===== src/rtl/simple_counter_scheduler.sv =====
`default_nettype none
// ============================================================================
// Module   : simple_counter_scheduler
// Brief    : Round-robin arbiter that lends one shared counter to NUM_REQ
//            requesters for windows of exactly N enable cycles.
// Revision : 1.0 - initial release
// ============================================================================
module simple_counter_scheduler #(
    parameter int NUM_REQ = 4,
    parameter int CNT_W   = 8,
    parameter int LEN_W   = 8
) (
    input  logic                     clk,
    input  logic                     rst,
    input  logic [NUM_REQ-1:0]       req_i,
    input  logic [NUM_REQ*LEN_W-1:0] len_i,
    output logic [NUM_REQ-1:0]       grant_o,
    output logic [NUM_REQ-1:0]       done_o,
    output logic                     abort_o,
    output logic                     wrap_o,
    output logic [CNT_W-1:0]         start_count_o,
    output logic                     busy_o,
    output logic                     enable_o,
    input  logic [CNT_W-1:0]         count_value_i,
    input  logic                     overflow_i
);

    localparam int c_IDX_W = (NUM_REQ > 1) ? $clog2(NUM_REQ) : 1;

    typedef enum logic [1:0] {
        IDLE = 2'd0,
        RUN  = 2'd1,
        DONE = 2'd2
    } state_t;

    state_t               r_state;
    state_t               w_state_nxt;
    logic [NUM_REQ-1:0]   r_grant;
    logic [c_IDX_W-1:0]   r_gnt_idx;
    logic [c_IDX_W-1:0]   r_rr_ptr;
    logic [LEN_W-1:0]     r_remaining;
    logic [CNT_W-1:0]     r_start;
    logic                 r_wrap;
    logic                 r_abort;

    logic                 w_found;
    logic [c_IDX_W-1:0]   w_gnt_idx;
    logic [c_IDX_W-1:0]   w_cand_idx;
    logic [c_IDX_W-1:0]   w_ptr_nxt;
    logic [LEN_W-1:0]     w_len_sel;
    logic [NUM_REQ-1:0]   w_onehot;
    logic                 w_load;
    logic                 w_abort_set;
    int                   w_cand;

    // Rotating search: first requester at or after the pointer wins.
    always_comb begin
        w_found    = 1'b0;
        w_gnt_idx  = '0;
        w_cand     = 0;
        w_cand_idx = '0;
        for (int i = 0; i < NUM_REQ; i++) begin
            w_cand = int'(r_rr_ptr) + i;
            if (w_cand >= NUM_REQ) begin
                w_cand = w_cand - NUM_REQ;
            end
            w_cand_idx = c_IDX_W'(w_cand);
            if (!w_found && req_i[w_cand_idx]) begin
                w_found   = 1'b1;
                w_gnt_idx = w_cand_idx;
            end
        end
    end

    always_comb begin
        w_len_sel = '0;
        for (int k = 0; k < NUM_REQ; k++) begin
            if (c_IDX_W'(k) == w_gnt_idx) begin
                w_len_sel = len_i[k*LEN_W +: LEN_W];
            end
        end
        w_onehot  = {{(NUM_REQ-1){1'b0}}, 1'b1} << w_gnt_idx;
        w_ptr_nxt = (int'(w_gnt_idx) == NUM_REQ - 1) ? '0 : w_gnt_idx + 1'b1;
    end

    always_comb begin
        w_state_nxt = r_state;
        w_load      = 1'b0;
        w_abort_set = 1'b0;
        case (r_state)
            IDLE: begin
                if (w_found) begin
                    w_load      = 1'b1;
                    w_state_nxt = (w_len_sel != '0) ? RUN : DONE;
                end
            end
            RUN: begin
                // A withdrawn request ends the window early regardless of remaining.
                if (!req_i[r_gnt_idx]) begin
                    w_state_nxt = DONE;
                    w_abort_set = 1'b1;
                end else if (r_remaining == LEN_W'(1)) begin
                    w_state_nxt = DONE;
                end
            end
            DONE:    w_state_nxt = IDLE;
            default: w_state_nxt = IDLE;
        endcase
    end

    always_ff @(posedge clk or negedge rst) begin
        if (!rst) begin
            r_state     <= IDLE;
            r_grant     <= '0;
            r_gnt_idx   <= '0;
            r_rr_ptr    <= '0;
            r_remaining <= '0;
            r_start     <= '0;
            r_wrap      <= 1'b0;
            r_abort     <= 1'b0;
        end else begin
            r_state <= w_state_nxt;
            if (w_load) begin
                r_grant     <= w_onehot;
                r_gnt_idx   <= w_gnt_idx;
                r_remaining <= w_len_sel;
                r_start     <= count_value_i;
                r_wrap      <= 1'b0;
                r_abort     <= 1'b0;
                r_rr_ptr    <= w_ptr_nxt;
            end else begin
                if (r_state == RUN) begin
                    r_remaining <= r_remaining - 1'b1;
                end
                if (w_abort_set) begin
                    r_abort <= 1'b1;
                end
                if (r_state == DONE) begin
                    r_grant <= '0;
                end
                // DONE is included so a late-registered overflow is still caught.
                if (overflow_i && (r_state == RUN || r_state == DONE)) begin
                    r_wrap <= 1'b1;
                end
            end
        end
    end

    assign grant_o       = r_grant;
    assign done_o        = (r_state == DONE) ? r_grant : '0;
    assign abort_o       = r_abort;
    assign wrap_o        = r_wrap;
    assign start_count_o = r_start;
    assign busy_o        = (r_state != IDLE);
    assign enable_o      = (r_state == RUN);

endmodule
`default_nettype wire

===== config.mk =====
export PLATFORM = sky130hd
export DESIGN_NAME = simple_counter_scheduler
export DESIGN_NICKNAME = d
export VERILOG_FILES = /design/src/rtl/simple_counter_scheduler.sv
export SDC_FILE = /design/constraint.sdc
export NUM_CORES = 1
export LEC_CHECK = 0
export ABC_AREA = 1
export BUFFER_PORTS_ARGS = -buffer_cell sky130_fd_sc_hd__buf_2
export CAP_MARGIN = 20
export CORE_AREA = 2 2 72 74
export DETAILED_ROUTE_END_ITERATION = 12
export DIE_AREA = 0 0 74 76
export PLACE_DENSITY = 0.84
export SYNTH_ARGS = -nofsm -noshare
export SYNTH_HDL_FRONTEND = slang
export SYNTH_SLANG_ARGS = --single-unit

===== constraint.sdc =====
create_clock -name clk -period 4.1 [get_ports clk]
set_clock_uncertainty 0.05 [all_clocks]
set_input_delay 0.82 -clock clk [delete_from_list [all_inputs] [get_ports clk]]
set_output_delay 0.82 -clock clk [all_outputs]
set_load 0.01 [all_outputs]

==> results of run 1 <==
worst max-delay path: cells and delay by family:
| kind | cells | cell delay [ns] |
|---|---|---|
| buffers and inverters | 5 | 0.57 |
| adders and majority gates | 1 | 0.30 |
| and+or+nand+nor | 15 | 1.60 |
cell families (layout without fill, tap and decap cells):
logic type / after synthesis / in the layout / synth area share [%]
buffers and inverters: 47 / 104 / 10.7
flip-flops: 28 / 28 / 31.3
adder cells (fa/ha/maj): 9 / 9 / 5.03
AND/OR/NAND/NOR: 216 / 216 / 44.9
XOR/XNOR: 6 / 6 / 2.35
AO/OA/AOI/OAI: 24 / 24 / 5.70
worst paths after layout:
kind                                                    from                            to  depth (start not counted)
worst max-delay path                                req_i[3]        r_state[0]$_DFFE_PN0P_                         21
worst max register to register       r_rr_ptr[0]$_DFFE_PN0P_        r_state[0]$_DFFE_PN0P_                         21
worst min register to register  start_count_o[4]$_DFFE_PN0P_  start_count_o[4]$_DFFE_PN0P_                          2
max in group asynchronous                                rst        r_state[1]$_DFFE_PN0P_                          1
min in group asynchronous                                rst    r_remaining[0]$_DFFE_PN0P_                          1
worst min-delay path            start_count_o[4]$_DFFE_PN0P_  start_count_o[4]$_DFFE_PN0P_                          2
sequential cells by signal (all words and copies together) (netlist names):
signal and cells:
grant_o 4, r_remaining 8, wrap_o 1, r_rr_ptr 2, start_count_o 8, abort_o 1, r_gnt_idx 2, r_state 2
cell usage in the layout (no fill, tap or decap):
cell type / n
a21oi_1: 12
and2_1: 1
buf_2: 66
bufinv_16: 1
clkbuf_8: 3
clkinv_1: 2
dfrtp_1: 28
ha_1: 9
inv_1: 29
inv_2: 1
inv_4: 1
inv_8: 1
nand2_1: 114
nand2_2: 13
nand2_4: 3
nand3_1: 46
nand3_2: 2
nand3_4: 1
nand3b_1: 1
nand4_1: 5
nor2_1: 20
nor2_8: 1
nor3_1: 2
o21ai_0: 7
o21ai_1: 3
o21ai_2: 2
or2_2: 7
xnor2_1: 3
xor2_1: 3
per-layer routing:
layer	global-route usage, %	vias to the layer above	wire (um)
met5	0	-	0
met4	3.45	0	31
met3	3.70	5	359
met2	30.9	89	2290
met1	27.4	969	2520
li1	-	1157	-
through the flow:
step	utilization, %	hold WS (ns)	instance area (um^2)	setup slack [ns]	std cells
floorplan	-	0.421	2240	1.19	330
global placement	52.0	0.406	2550	0.737	453
detailed placement	52.0	0.413	2550	0.709	453
CTS	53.4	0.437	2630	0.984	457
global route	53.4	0.449	2630	0.561	457
finish	53.4	0.433	2630	0.935	457
area by class of cell:
cell class                 instances  area (um^2)
sequential                        28          701
inverter                          34          138
multi-input combinational        255         1300
clock inverter                     1         30.0
clock buffer                       3         41.3
timing repair buffer              66          330
tap                               70         87.6
fill                             463         2290
==> impl_metrics.env, run 1 <==
export IMPL_vias=2220
export IMPL_final_period_utilization_pct=77.2
export IMPL_hpwl_um=3970
export IMPL_ys_seq_elements=28
export IMPL_regToRegSetupSlack_ns=0.97
export IMPL_ctsResizeCount=0
export IMPL_grt_usage_pct=19.4
export IMPL_yosys_area_top_type="dfrtp_1"
export IMPL_die_area_mm2=0.00562
export IMPL_relSlewSlack_pct=58.8
export IMPL_clock_path_buffers=2
export IMPL_worstHoldPathType="reg2reg"
export IMPL_yosysUniqueCellTypes=30
export IMPL_synth_nets=386
export IMPL_synth_edff_count=0
export IMPL_grt_ovfl_total=0
export IMPL_avgSynthCellArea_um2=6.78
export IMPL_vias_per_cell=4.86
export IMPL_yosysMostFrequentCell="nand2_1"
export IMPL_gp_congestion=0.930
export IMPL_crit_required_ns=4.22
export IMPL_ios=67
export IMPL_hold_viol_final=0
export IMPL_cts_htree_levels=1
export IMPL_fp_dieH_um=76
export IMPL_max_stage_delay_ns=0.31
export IMPL_synthToLayoutAreaGrowth_pct=17.3
export IMPL_arrival_ns=3.29
export IMPL_routed_wl_um=5200
export IMPL_detail_route_wl_per_cell_um=11.4
export IMPL_slowest_stage="or2_2"
export IMPL_ctsRootBufferMaster="clkbuf_8"
export IMPL_ys_top_cells_by_area="dfrtp_1 31%, nand2_1 19%, nand3_1 10%, ha_1 5.0%, inv_1 4.9%"
export IMPL_worst_skew_pair_late_latency_ns=0.27
export IMPL_path_max_fanout=12
export IMPL_dominantRegCellSynth="dfrtp_1"
export IMPL_synth_warning_count=0
export IMPL_synth_yosys_seq_area_share_pct=31.3
export IMPL_synthArstFlopShare_pct=100
export IMPL_grt_pass1_wl_um=8900
export IMPL_setup_tns_ns=0
export IMPL_crit_top_cell="nand2_1"
export IMPL_crit_chain="buf_2, inv_1, nand2_2, nand3_1, nand2_2, nor2_8, nand3b_1, nand3_1, nand2_1, inv_1, ha_1, inv_1, or2_2, nand3_1, nand2_1, inv_1, nand2_1, nor2_1, nand2_1, nand2_1, nand2_1"
export IMPL_slew_violations=0
export IMPL_grt_max_degree=36
export IMPL_final_nets=444
export IMPL_die_w_um=74
export IMPL_cts_tree="built"
export IMPL_grt_pass1_vias=2031
export IMPL_placementRows=26
export IMPL_cts_buffers=3
export IMPL_rsz0062_at_grt="no"
export IMPL_initialDrtViolationCount=249
export IMPL_synth_top_area_share_pct=31.3
export IMPL_clock_sinks=28
export IMPL_setup_viol=0
export IMPL_clkTransAtPathRegs_ns=0.10
export IMPL_start_util_pct=45.5
export IMPL_antenna_left=0
export IMPL_syn_instance_count=330
export IMPL_synthTopCellsByCount="114 x nand2_1, 46 x nand3_1, 29 x inv_1"
export IMPL_outcome="finished clean"
export IMPL_post_cts_buffers=0
export IMPL_maxCapViolations=0
export IMPL_endpoint_kind="flop"
export IMPL_critPathKind="in2reg"
export IMPL_syn_area_mm2=0.00224
export IMPL_post_route_drc_count=0
export IMPL_fmax_mhz=316
export IMPL_tightestPinTransition_ns=0.618
export IMPL_antenna_found_initial=0
export IMPL_fin_crit_ns=3.17
export IMPL_portBuffers=66
export IMPL_cts_hold_fix_buffers=0
export IMPL_crit_path_start_kind="input pin"
export IMPL_drive_above_1_share_pct=26.4
export IMPL_firstDrtPassIters=5
export IMPL_antennaDiodeCount=0
export IMPL_core_area_mm2=0.00491
Power of run 1 is left out: the tool's default activity adds up to more than one toggle a clock period on the data nets, which glitch-free logic cannot reach.
==> run 2, diff against run 1 <==
ABC_AREA = 0   (was 1)
CORE_AREA = 2 2 66 68   (was 2 2 72 74)
DIE_AREA = 0 0 68 70   (was 0 0 74 76)
PLACE_DENSITY = 0.86   (was 0.84)
clock period = 2.7 ns   (was 4.1 ns; I/O delays follow)
==> impl_metrics.env, run 2 <==
export IMPL_avgSynthCellArea_um2=8.92
export IMPL_synthToLayoutAreaGrowth_pct=39.1
export IMPL_die_area_mm2=0.00476
export IMPL_synth_yosys_seq_area_share_pct=40.3
export IMPL_start_util_pct=42.0
export IMPL_endpoint_kind="flop"
export IMPL_slew_violations=0
export IMPL_post_route_drc_count=0
export IMPL_clock_power_share_pct=12.0
export IMPL_place_area_mm2=0.00222
export IMPL_fin_crit_ns=2.69
export IMPL_yosysMostFrequentCell="nand2_1"
export IMPL_yosysUniqueCellTypes=40
export IMPL_most_common_layout_cells="66 x buf_2, 44 x nand2_1, 26 x dfrtp_1"
export IMPL_die_w_um=68
export IMPL_grt_pass1_vias=1668
export IMPL_portBuffers=66
export IMPL_drive_above_1_share_pct=42.9
export IMPL_detail_route_wl_per_cell_um=15.1
export IMPL_setup_tns_ns=0
export IMPL_maxCapViolations=0
export IMPL_synth_top_area_share_pct=40.3
export IMPL_power_switching_mw=1.24
export IMPL_worst_skew_pair_late_latency_ns=0.28
export IMPL_ir_drop_mv=0.507
export IMPL_cts_buffers=3
export IMPL_cts_htree_levels=1
export IMPL_hold_viol_final=0
export IMPL_ios=67
export IMPL_syn_instance_count=195
export IMPL_ys_top_cells_by_area="dfrtp_1 40%, nand2_1 9.5%, ha_1 6.5%, a221oi_2 4.3%, o22ai_1 3.6%"
export IMPL_antenna_left=0
export IMPL_grt_max_degree=29
export IMPL_placementRows=24
export IMPL_outcome="finished clean"
export IMPL_multi_input_area_mm2=0.00108
export IMPL_critPathKind="reg2reg"
export IMPL_ctsRootBufferMaster="clkbuf_8"
export IMPL_hpwl_um=3390
export IMPL_firstDrtPassIters=4
export IMPL_grt_usage_pct=18.9
export IMPL_regToRegSetupSlack_ns=0.01
export IMPL_synthTopCellsByCount="44 x nand2_1, 28 x dfrtp_1, 11 x o21ai_1"
export IMPL_cts_tree="built"
export IMPL_ys_seq_elements=28
export IMPL_relSlewSlack_pct=58.3
export IMPL_synth_nets=251
export IMPL_n_fill_cell=359
export IMPL_crit_path_start_kind="flop"
export IMPL_grt_ovfl_total=0
export IMPL_final_period_utilization_pct=99.5
export IMPL_design_area_mm2=0.00242
export IMPL_pwr_share_comb_pct=60.3
export IMPL_internal_power_mw=1.61
export IMPL_routed_wl_um=4920
export IMPL_synth_warning_count=0
export IMPL_synthArstFlopShare_pct=100
export IMPL_clock_path_buffers=2
export IMPL_antennaDiodeCount=0
export IMPL_seq_area_um2=703
export IMPL_antenna_found_initial=0
export IMPL_dominantRegCellSynth="dfrtp_1"
export IMPL_path_max_fanout=7
export IMPL_fmax_mhz=372
export IMPL_yosys_area_top_type="dfrtp_1"
export IMPL_power_leakage_nw=1.18
export IMPL_mostFrequentLayoutCell="buf_2"
export IMPL_p_per_area_mw_per_mm2=1180
export IMPL_clock_sinks=28
export IMPL_p_seq_share_pct=27.8
export IMPL_core_area_mm2=0.00414
export IMPL_switching_share_pct=43.5
export IMPL_clkTransAtPathRegs_ns=0.10
export IMPL_worstHoldPathType="in2async"
export IMPL_tightestPinTransition_ns=0.625
export IMPL_initialDrtViolationCount=130
export IMPL_vias_per_cell=5.44
export IMPL_setup_viol=0
export IMPL_grt_pass1_wl_um=7060
export IMPL_fp_dieH_um=70
export IMPL_vias=1767
export IMPL_arrival_ns=2.86
export IMPL_gp_congestion=0.932
export IMPL_crit_required_ns=2.88
export IMPL_synth_edff_count=0
export IMPL_final_nets=330
export IMPL_syn_area_mm2=0.00174
run 2: cell types whose count changed after synthesis, moves of 6 or more:
cell,delta
o21ai_1,+8
nand2_2,-13
o22ai_1,+10
inv_1,-20
a21oi_1,-8
nor2_1,-13
or2_2,-6
or3_1,+6
nand3_1,-44
nand2b_1,+6
nand2_1,-70
run 2: logic make-up after synthesis:
family                   Yosys count  synth area share, %
buffers and inverters             18                 4.75
AO/OA/AOI/OAI                     44                 18.4
flip-flops                        28                 40.3
AND/OR/NAND/NOR                   86                 24.1
XOR/XNOR                           7                 3.53
adder cells (fa/ha/maj)            9                 6.47
multiplexers                       3                 2.45
run 2: layer usage:
| layer | up-vias | part of all wire, % | GRT usage [%] |
|---|---|---|---|
| li1 | 840 | - | - |
| met1 | 823 | 37 | 22.7 |
| met5 | - | 0 | 0 |
| met3 | 22 | 5.6 | 3.54 |
| met4 | 0 | 5.7 | 4.22 |
| met2 | 82 | 52 | 34.0 |
run 2: timing repair:
| action | CTS | global route |
|---|---|---|
| endpoints found under the setup margin | 2 | 2 |
| hold buffers | 0 | 0 |
| pin swaps | 1 | 8 |
| gates resized for setup | 6 | 21 |
| buffers inserted | 0 | 0 |
run 2: area by class of cell:
cell class,count,share of cell area [%]
tap,52,2.69
inverter,10,1.55
multi-input combinational,149,44.6
clock inverter,1,1.24
sequential,28,29.1
timing repair buffer,82,19.1
clock buffer,3,1.71
run 2: final timing paths:
path	start	to	cells after the start
setup / recovery	r_rr_ptr[1]$_DFFE_PN0P_	r_state[1]$_DFFE_PN0P_	10
hold / removal	rst	r_state[1]$_DFFE_PN0P_	1
setup reg to reg	r_rr_ptr[1]$_DFFE_PN0P_	r_state[1]$_DFFE_PN0P_	10
hold reg to reg	start_count_o[6]$_DFFE_PN0P_	start_count_o[6]$_DFFE_PN0P_	2
max in group asynchronous	rst	r_rr_ptr[0]$_DFFE_PN0P_	1
min in group clk	count_value_i[0]	start_count_o[0]$_DFFE_PN0P_	3
run 2: power by group through the flow:
| stage | registers, mW | clock network [mW] | logic, mW |
|---|---|---|---|
| after floorplan | 0.796 | 0 | 0.986 |
| after global placement | 0.773 | 0 | 1.44 |
| after detailed placement | 0.776 | 0 | 1.51 |
| after CTS | 0.775 | 0.344 | 1.55 |
| after global routing | 0.819 | 0.360 | 1.87 |
| final | 0.791 | 0.340 | 1.71 |
run 2: critical path, stage by stage, from the launching register on:
cell and delay [ns]:
dfrtp_2 0.47, nand2b_1 0.17, a21oi_2 0.17, a211oi_2 0.06, and2_4 0.16, ha_1 0.24
or2_4 0.34, a221oi_4 0.28, o22ai_2 0.12, nor4_2 0.36, o311a_1 0.20
run 2: per-stage QoR:
step | util [%] | total power, mW | setup WS (ns) | hold slack [ns] | cells
global placement | 53.6 | 2.21 | -0.172 | 0.404 | 321
global route | 58.4 | 3.05 | -0.0603 | 0.254 | 325
floorplan | - | 1.78 | 0.0829 | 0.194 | 195
finish | 58.4 | 2.85 | 0.0143 | 0.212 | 325
detailed placement | 53.6 | 2.29 | -0.263 | 0.408 | 321
CTS | 55.9 | 2.67 | 0.0451 | 0.238 | 325
Power figures use the tool's default switching activity.
